===== src/rtl/ps2_host_tx_pkg.sv =====
// Shared definitions for the PS/2 host-side transmitter and its line filter.
package ps2_host_tx_pkg;

  // Transmitter FSM states.
  typedef enum logic [2:0] {
    ST_IDLE      = 3'd0,
    ST_INHIBIT   = 3'd1,
    ST_REQ       = 3'd2,
    ST_SEND      = 3'd3,
    ST_ACK       = 3'd4,
    ST_WAIT_IDLE = 3'd5
  } ps2_state_e;

  // Common host-to-device command bytes and the device's acknowledge byte.
  localparam logic [7:0] CMD_SET_LEDS = 8'hED;
  localparam logic [7:0] CMD_ENABLE   = 8'hF4;
  localparam logic [7:0] CMD_RESET    = 8'hFF;
  localparam logic [7:0] CMD_ACK_BYTE = 8'hFA;

  // Number of consecutive equal synchronized samples before the filtered level moves.
  localparam int FILTER_LEN = 4;

  // PS/2 frames carry odd parity over the eight data bits.
  function automatic logic odd_parity(input logic [7:0] data);
    return ~^data;
  endfunction

endpackage


===== src/rtl/ps2_host_tx_line_filter.sv =====
// PS/2 line conditioner: 2-FF synchronizer, agreement filter and falling-edge strobe.
// Also suitable for the receiver side.
module ps2_host_tx_line_filter
  import ps2_host_tx_pkg::*;
(
  input  logic clk_i,
  input  logic rst_i,
  input  logic pin_i,
  output logic level_o,
  output logic fall_o
);

  logic                  sync1_q;
  logic                  sync2_q;
  logic [FILTER_LEN-2:0] hist_q;
  logic                  level_q;
  logic                  level_d;
  logic                  fall_q;
  logic                  fall_d;

  // Filtered level follows the line only when the current and the last three samples agree
  always_comb begin
    // NOTE: every combinational output gets a default first, so no path can infer a latch.
    level_d = level_q;
    if (sync2_q && (&hist_q)) begin
      level_d = 1'b1;
    end else if (!sync2_q && !(|hist_q)) begin
      level_d = 1'b0;
    end
    fall_d = level_q & ~level_d;
  end

  // Synchronizer, sample history, filtered level and edge strobe; idle lines read high
  always_ff @(posedge clk_i) begin
    // NOTE: non-blocking assignments so every flop samples the values from before the edge.
    if (rst_i) begin
      sync1_q <= 1'b1;
      sync2_q <= 1'b1;
      hist_q  <= '1;
      level_q <= 1'b1;
      fall_q  <= 1'b0;
    end else begin
      sync1_q <= pin_i;
      sync2_q <= sync1_q;
      hist_q  <= {hist_q[FILTER_LEN-3:0], sync2_q};
      level_q <= level_d;
      fall_q  <= fall_d;
    end
  end

  assign level_o = level_q;
  assign fall_o  = fall_q;

endmodule


===== src/rtl/ps2_host_tx.sv =====
// PS/2 host-to-device transmitter: inhibit, request-to-send, clock the byte out
// against the device clock, then check the device's acknowledge bit.
module ps2_host_tx
  import ps2_host_tx_pkg::*;
#(
  parameter int INHIBIT_CYCLES = 12000,
  parameter int TIMEOUT_CYCLES = 2000000
) (
  input  logic       clk_i,
  input  logic       rst_i,
  input  logic [7:0] tx_data_i,
  input  logic       tx_valid_i,
  output logic       tx_ready_o,
  input  logic       ps2_clk_i,
  input  logic       ps2_data_i,
  output logic       ps2_clk_oe_o,
  output logic       ps2_data_oe_o,
  output logic       busy_o,
  output logic       rx_inhibit_o,
  output logic       done_o,
  output logic       error_o
);

  localparam int CNT_MAX = (TIMEOUT_CYCLES > INHIBIT_CYCLES) ? TIMEOUT_CYCLES : INHIBIT_CYCLES;
  localparam int CNT_W   = $clog2(CNT_MAX + 1);

  ps2_state_e       state_q, state_d;
  logic [9:0]       frame_q, frame_d;      // {stop, parity, d7..d0}, shifted out LSB first
  logic [3:0]       bit_idx_q, bit_idx_d;  // falling edges seen since the request
  logic [CNT_W-1:0] cnt_q, cnt_d;          // inhibit timer, then inter-edge timeout
  logic             tx_ready_q, tx_ready_d;
  logic             busy_q, busy_d;
  logic             clk_oe_q, clk_oe_d;
  logic             data_oe_q, data_oe_d;
  logic             done_q, done_d;
  logic             error_q, error_d;
  logic             ev_done, ev_error;

  logic clk_level, clk_fall;
  logic data_level;
  logic data_fall_unused;  // data edges are not needed by the transmitter

  ps2_host_tx_line_filter u_clk_filter (
    .clk_i   (clk_i),
    .rst_i   (rst_i),
    .pin_i   (ps2_clk_i),
    .level_o (clk_level),
    .fall_o  (clk_fall)
  );

  ps2_host_tx_line_filter u_data_filter (
    .clk_i   (clk_i),
    .rst_i   (rst_i),
    .pin_i   (ps2_data_i),
    .level_o (data_level),
    .fall_o  (data_fall_unused)
  );

  // State and datapath registers, plus the registered outputs
  always_ff @(posedge clk_i) begin
    if (rst_i) begin
      state_q    <= ST_IDLE;
      frame_q    <= '0;
      bit_idx_q  <= '0;
      cnt_q      <= '0;
      tx_ready_q <= 1'b1;
      busy_q     <= 1'b0;
      clk_oe_q   <= 1'b0;
      data_oe_q  <= 1'b0;
      done_q     <= 1'b0;
      error_q    <= 1'b0;
    end else begin
      state_q    <= state_d;
      frame_q    <= frame_d;
      bit_idx_q  <= bit_idx_d;
      cnt_q      <= cnt_d;
      tx_ready_q <= tx_ready_d;
      busy_q     <= busy_d;
      clk_oe_q   <= clk_oe_d;
      data_oe_q  <= data_oe_d;
      done_q     <= done_d;
      error_q    <= error_d;
    end
  end

  // Next state: protocol sequencing, bit shifting and the shared inhibit/timeout counter
  always_comb begin
    state_d   = state_q;
    frame_d   = frame_q;
    bit_idx_d = bit_idx_q;
    cnt_d     = cnt_q;
    ev_done   = 1'b0;
    ev_error  = 1'b0;

    case (state_q)
      ST_IDLE: begin
        if (tx_valid_i && tx_ready_q) begin
          frame_d   = {1'b1, odd_parity(tx_data_i), tx_data_i};
          bit_idx_d = '0;
          cnt_d     = '0;
          state_d   = ST_INHIBIT;
        end
      end

      ST_INHIBIT: begin
        if (cnt_q == CNT_W'(INHIBIT_CYCLES - 1)) begin
          cnt_d   = '0;
          state_d = ST_REQ;
        end else begin
          cnt_d = cnt_q + CNT_W'(1);
        end
      end

      ST_REQ, ST_SEND, ST_ACK, ST_WAIT_IDLE: begin
        cnt_d = clk_fall ? '0 : cnt_q + CNT_W'(1);
        if (state_q == ST_WAIT_IDLE && clk_level && data_level) begin
          ev_done = 1'b1;
          state_d = ST_IDLE;
        end else if (!clk_fall && cnt_q == CNT_W'(TIMEOUT_CYCLES - 1)) begin
          ev_error = 1'b1;
          state_d  = ST_IDLE;
        end else if (clk_fall) begin
          case (state_q)
            ST_REQ, ST_SEND: begin
              frame_d   = {1'b1, frame_q[9:1]};
              bit_idx_d = bit_idx_q + 4'd1;
              // Edge 10 has just put out the stop bit; the device answers on edge 11.
              state_d   = (bit_idx_q == 4'd9) ? ST_ACK : ST_SEND;
            end
            ST_ACK: begin
              if (data_level) begin
                ev_error = 1'b1;
                state_d  = ST_IDLE;
              end else begin
                state_d = ST_WAIT_IDLE;
              end
            end
            default: ;
          endcase
        end
      end

      default: state_d = ST_IDLE;
    endcase
  end

  // Outputs, computed from the upcoming state so every pin comes straight from a flop
  always_comb begin
    // tx_ready comes back one cycle after the done/error pulse.
    tx_ready_d = (state_q == ST_IDLE) && (state_d == ST_IDLE);
    busy_d     = ~tx_ready_d;
    clk_oe_d   = (state_d == ST_INHIBIT);
    done_d     = ev_done;
    error_d    = ev_error;
    case (state_d)
      ST_REQ:  data_oe_d = 1'b1;  // start bit
      ST_SEND: data_oe_d = clk_fall ? ~frame_q[0] : data_oe_q;
      default: data_oe_d = 1'b0;
    endcase
  end

  assign tx_ready_o    = tx_ready_q;
  assign busy_o        = busy_q;
  assign rx_inhibit_o  = busy_q;
  assign ps2_clk_oe_o  = clk_oe_q;
  assign ps2_data_oe_o = data_oe_q;
  assign done_o        = done_q;
  assign error_o       = error_q;

endmodule


===== config.mk =====
export PLATFORM = sky130hd
export DESIGN_NAME = ps2_host_tx
export DESIGN_NICKNAME = d
export VERILOG_FILES = /design/src/rtl/ps2_host_tx_pkg.sv /design/src/rtl/ps2_host_tx_line_filter.sv /design/src/rtl/ps2_host_tx.sv
export SDC_FILE = /design/constraint.sdc
export NUM_CORES = 1
export LEC_CHECK = 0
export CORE_ASPECT_RATIO = 0.75
export CORE_MARGIN = 10
export CORE_UTILIZATION = 54
export DETAILED_ROUTE_END_ITERATION = 6
export PLACE_DENSITY = 0.77
export SLEW_MARGIN = 0
export SYNTH_ARGS = -nofsm -noshare
export SYNTH_HDL_FRONTEND = slang
export SYNTH_HIERARCHICAL = 1
export SYNTH_SLANG_ARGS = --single-unit
export TNS_END_PERCENT = 50

===== constraint.sdc =====
create_clock -name clk_i -period 2.6 [get_ports clk_i]
set_clock_uncertainty 0.15 [all_clocks]
set_input_delay 0.52 -clock clk_i [delete_from_list [all_inputs] [get_ports clk_i]]
set_output_delay 0.52 -clock clk_i [all_outputs]
set_load 0.005 [all_outputs]

==> impl_results.md <==
- Status: finished clean
- Vias/cell: 5.56
- Worst-Skew Late Latency: 0.35 ns
- Critical path launch point type: flop
- Clock power frac: 39.4%
- Hold Path Class: reg -> reg
- # port buffers: 19
- GRT overflow: 0
- Share of layout cells above drive strength 1: 18.5%
- Mapped Area: 2770 um2
- CP arrival: 2.27 ns
- Boundary pin count: 20
- Mean post-synth cell area: 9.84 um2
- Post CTS Setup Buffer Count: 0
- Hold path depth: 1
- WL final: 5.26 mm
- Largest net degree at the start of global routing: 19
- Area Overhead vs Synth: 15.7%
- Initial cell density of the core: 56.1%
- Crit path kind: reg -> reg
- Total vias in the final route: 2,078
- Final Total Pwr: 0.00185 W
- Combined area of the multi-input logic cells: 1520 um2
- Maximum capacitance violations: 0
- Die width: 103 um
- Register area: 1140 um2
- Wire length per cell: 14.1 um
- Crit-path max FO: 17
- Required @ worst endpoint: 2.67 ns
- TNS Setup: 0 ns
- DR iter-0 viols: 194
- Reg2Reg Depth: 7
- Minimum clock period: 2.20 ns
- GRT Resource Usage Total: 14.0%
- Die area: 8410 um2
- Fillers: 402
- Worst ir drop on vdd: 0.336 mV
- Slew Viols, Final: 0
- Most frequent cells in the layout: dfxtp_1 (57), nor2_1 (29), clkdlybuf4s50_1 (19)
- Fmax: 454 MHz
- Flop pwr share: 50.3%
- Pwr/cell area: 577 nW/um2
- Htree depth: 3
- Max_slew headroom: 62.5%
- Clk sinks: 57
- CTS max path bufs: 2
- Die height: 82.0 um
- Ant diodes: 0
- CTS tree: built
- Yosys Warn Count: 6
- PostCTS Resize Cnt: 0
- Setup Viol. Count Final: 0
- # hold bufs at CTS: 0
- Final Hold Fails: 0
- Flop2flop setup slack: 0.40 ns
- Final Core Density: 65.0%
- Net switching power: 0.000454 W
- Setup ws final: 0.396 ns
- LEAKAGE: 1.21 nW
- Measured slew at the worst slew-check pin: 0.556 ns
- Worst Setup Slack post-DPL: 0.0722 ns
- Internal power: 0.00139 W
- CORE AREA: 4930 um2
- Antenna-violating nets left: 0
- DR DRC count: 0
- First-pass GRT wire length: 9.27 mm
- RSZ-0062 raised after global routing: false
- Most common cell after layout, fill and taps aside: dfxtp_1
- Root Buffer: clkbuf_8
- Switch share: 24.6%
- Post-DP HPWL: 3.87 mm
- Nets: 325
- Final GP Congestion: 0.805
- Inserted Clock Buffers: 9
- Clock Pin Slew Worst Setup and Hold Paths: 0.06 ns
- Syn_nets: 297
- Row Count: 22
- Final cycle utilization of the critical path: 84.8%
- Mapped Cells: 281
- Vias in the first global route: 1,956
- Gate power share: 10.3%
- Initial DRT Pass Iterations: 4
- CP Capture Type: flop
- Initial antenna violation count: 0
==> power by group through the flow <==
stage / logic (W) / registers (W) / clock network, W
after floorplan: 0.000141 / 0.000940 / 0
after CTS: 0.000192 / 0.000928 / 0.000750
final: 0.000189 / 0.000929 / 0.000727
after global routing: 0.000213 / 0.000931 / 0.000795
after detailed placement: 0.000191 / 0.000947 / 0
after global placement: 0.000188 / 0.000946 / 0
==> area by class of cell <==
cell class | count | share of cell area (%)
clock buffers | 13 | 4.96
clock inverters | 3 | 0.469
inverters | 4 | 0.469
multi-input cells | 206 | 47.3
flip-flops and latches | 57 | 35.7
well taps | 60 | 2.35
repair buffers | 31 | 8.76
==> per-stage QoR <==
stage / hold slack [ns] / cell area [um2] / std cells
final: 0.259 / 3200 / 374
after detailed placement: 0.248 / 3030 / 358
after CTS: 0.263 / 3200 / 374
after global routing: 0.276 / 3200 / 374
after floorplan: 0.239 / 2770 / 281
after global placement: 0.242 / 3030 / 358
==> routing by layer <==
metal	wire length [um]	global-route usage, %	vias up	share of wire [%]
li1	-	-	1069	-
met1	2720	18.9	962	52
met2	2190	18.8	37	42
met5	0	0	-	0
met3	294	6.96	10	5.6
met4	63	4.63	0	1.2
==> path summary, 6_finish.rpt <==
kind | end | from
max reg2reg | cnt_q[9] | cnt_q[0]
max | cnt_q[9] | cnt_q[0]
min reg2reg | u_clk_filter/sync2_q | u_clk_filter/sync1_q
min | u_clk_filter/sync2_q | u_clk_filter/sync1_q
==> registers in the layout, indices dropped and copies added (netlist names) <==
name / cells
done_o: 1
error_o: 1
u_data_filter/hist_q: 3
u_clk_filter/sync2_q: 1
ps2_data_oe_o: 1
u_data_filter/level_o: 1
u_data_filter/sync2_q: 1
busy_o: 1
frame_q: 10
u_clk_filter/sync1_q: 1
u_data_filter/sync1_q: 1
u_clk_filter/hist_q: 3
bit_idx_q: 4
u_clk_filter/level_o: 1
state_q: 3
ps2_clk_oe_o: 1
cnt_q: 21
tx_ready_o: 1
u_clk_filter/fall_o: 1
==> worst max-delay path: stages, from the launching register on <==
cell and delay [ns]:
dfxtp_1 0.38, ha_1 0.20, and4_1 0.27, nand4b_2 0.15, a211oi_2 0.32, a21o_1 0.16, buf_4 0.33, nor2_1 0.10
(Power assumes the default switching activity.)
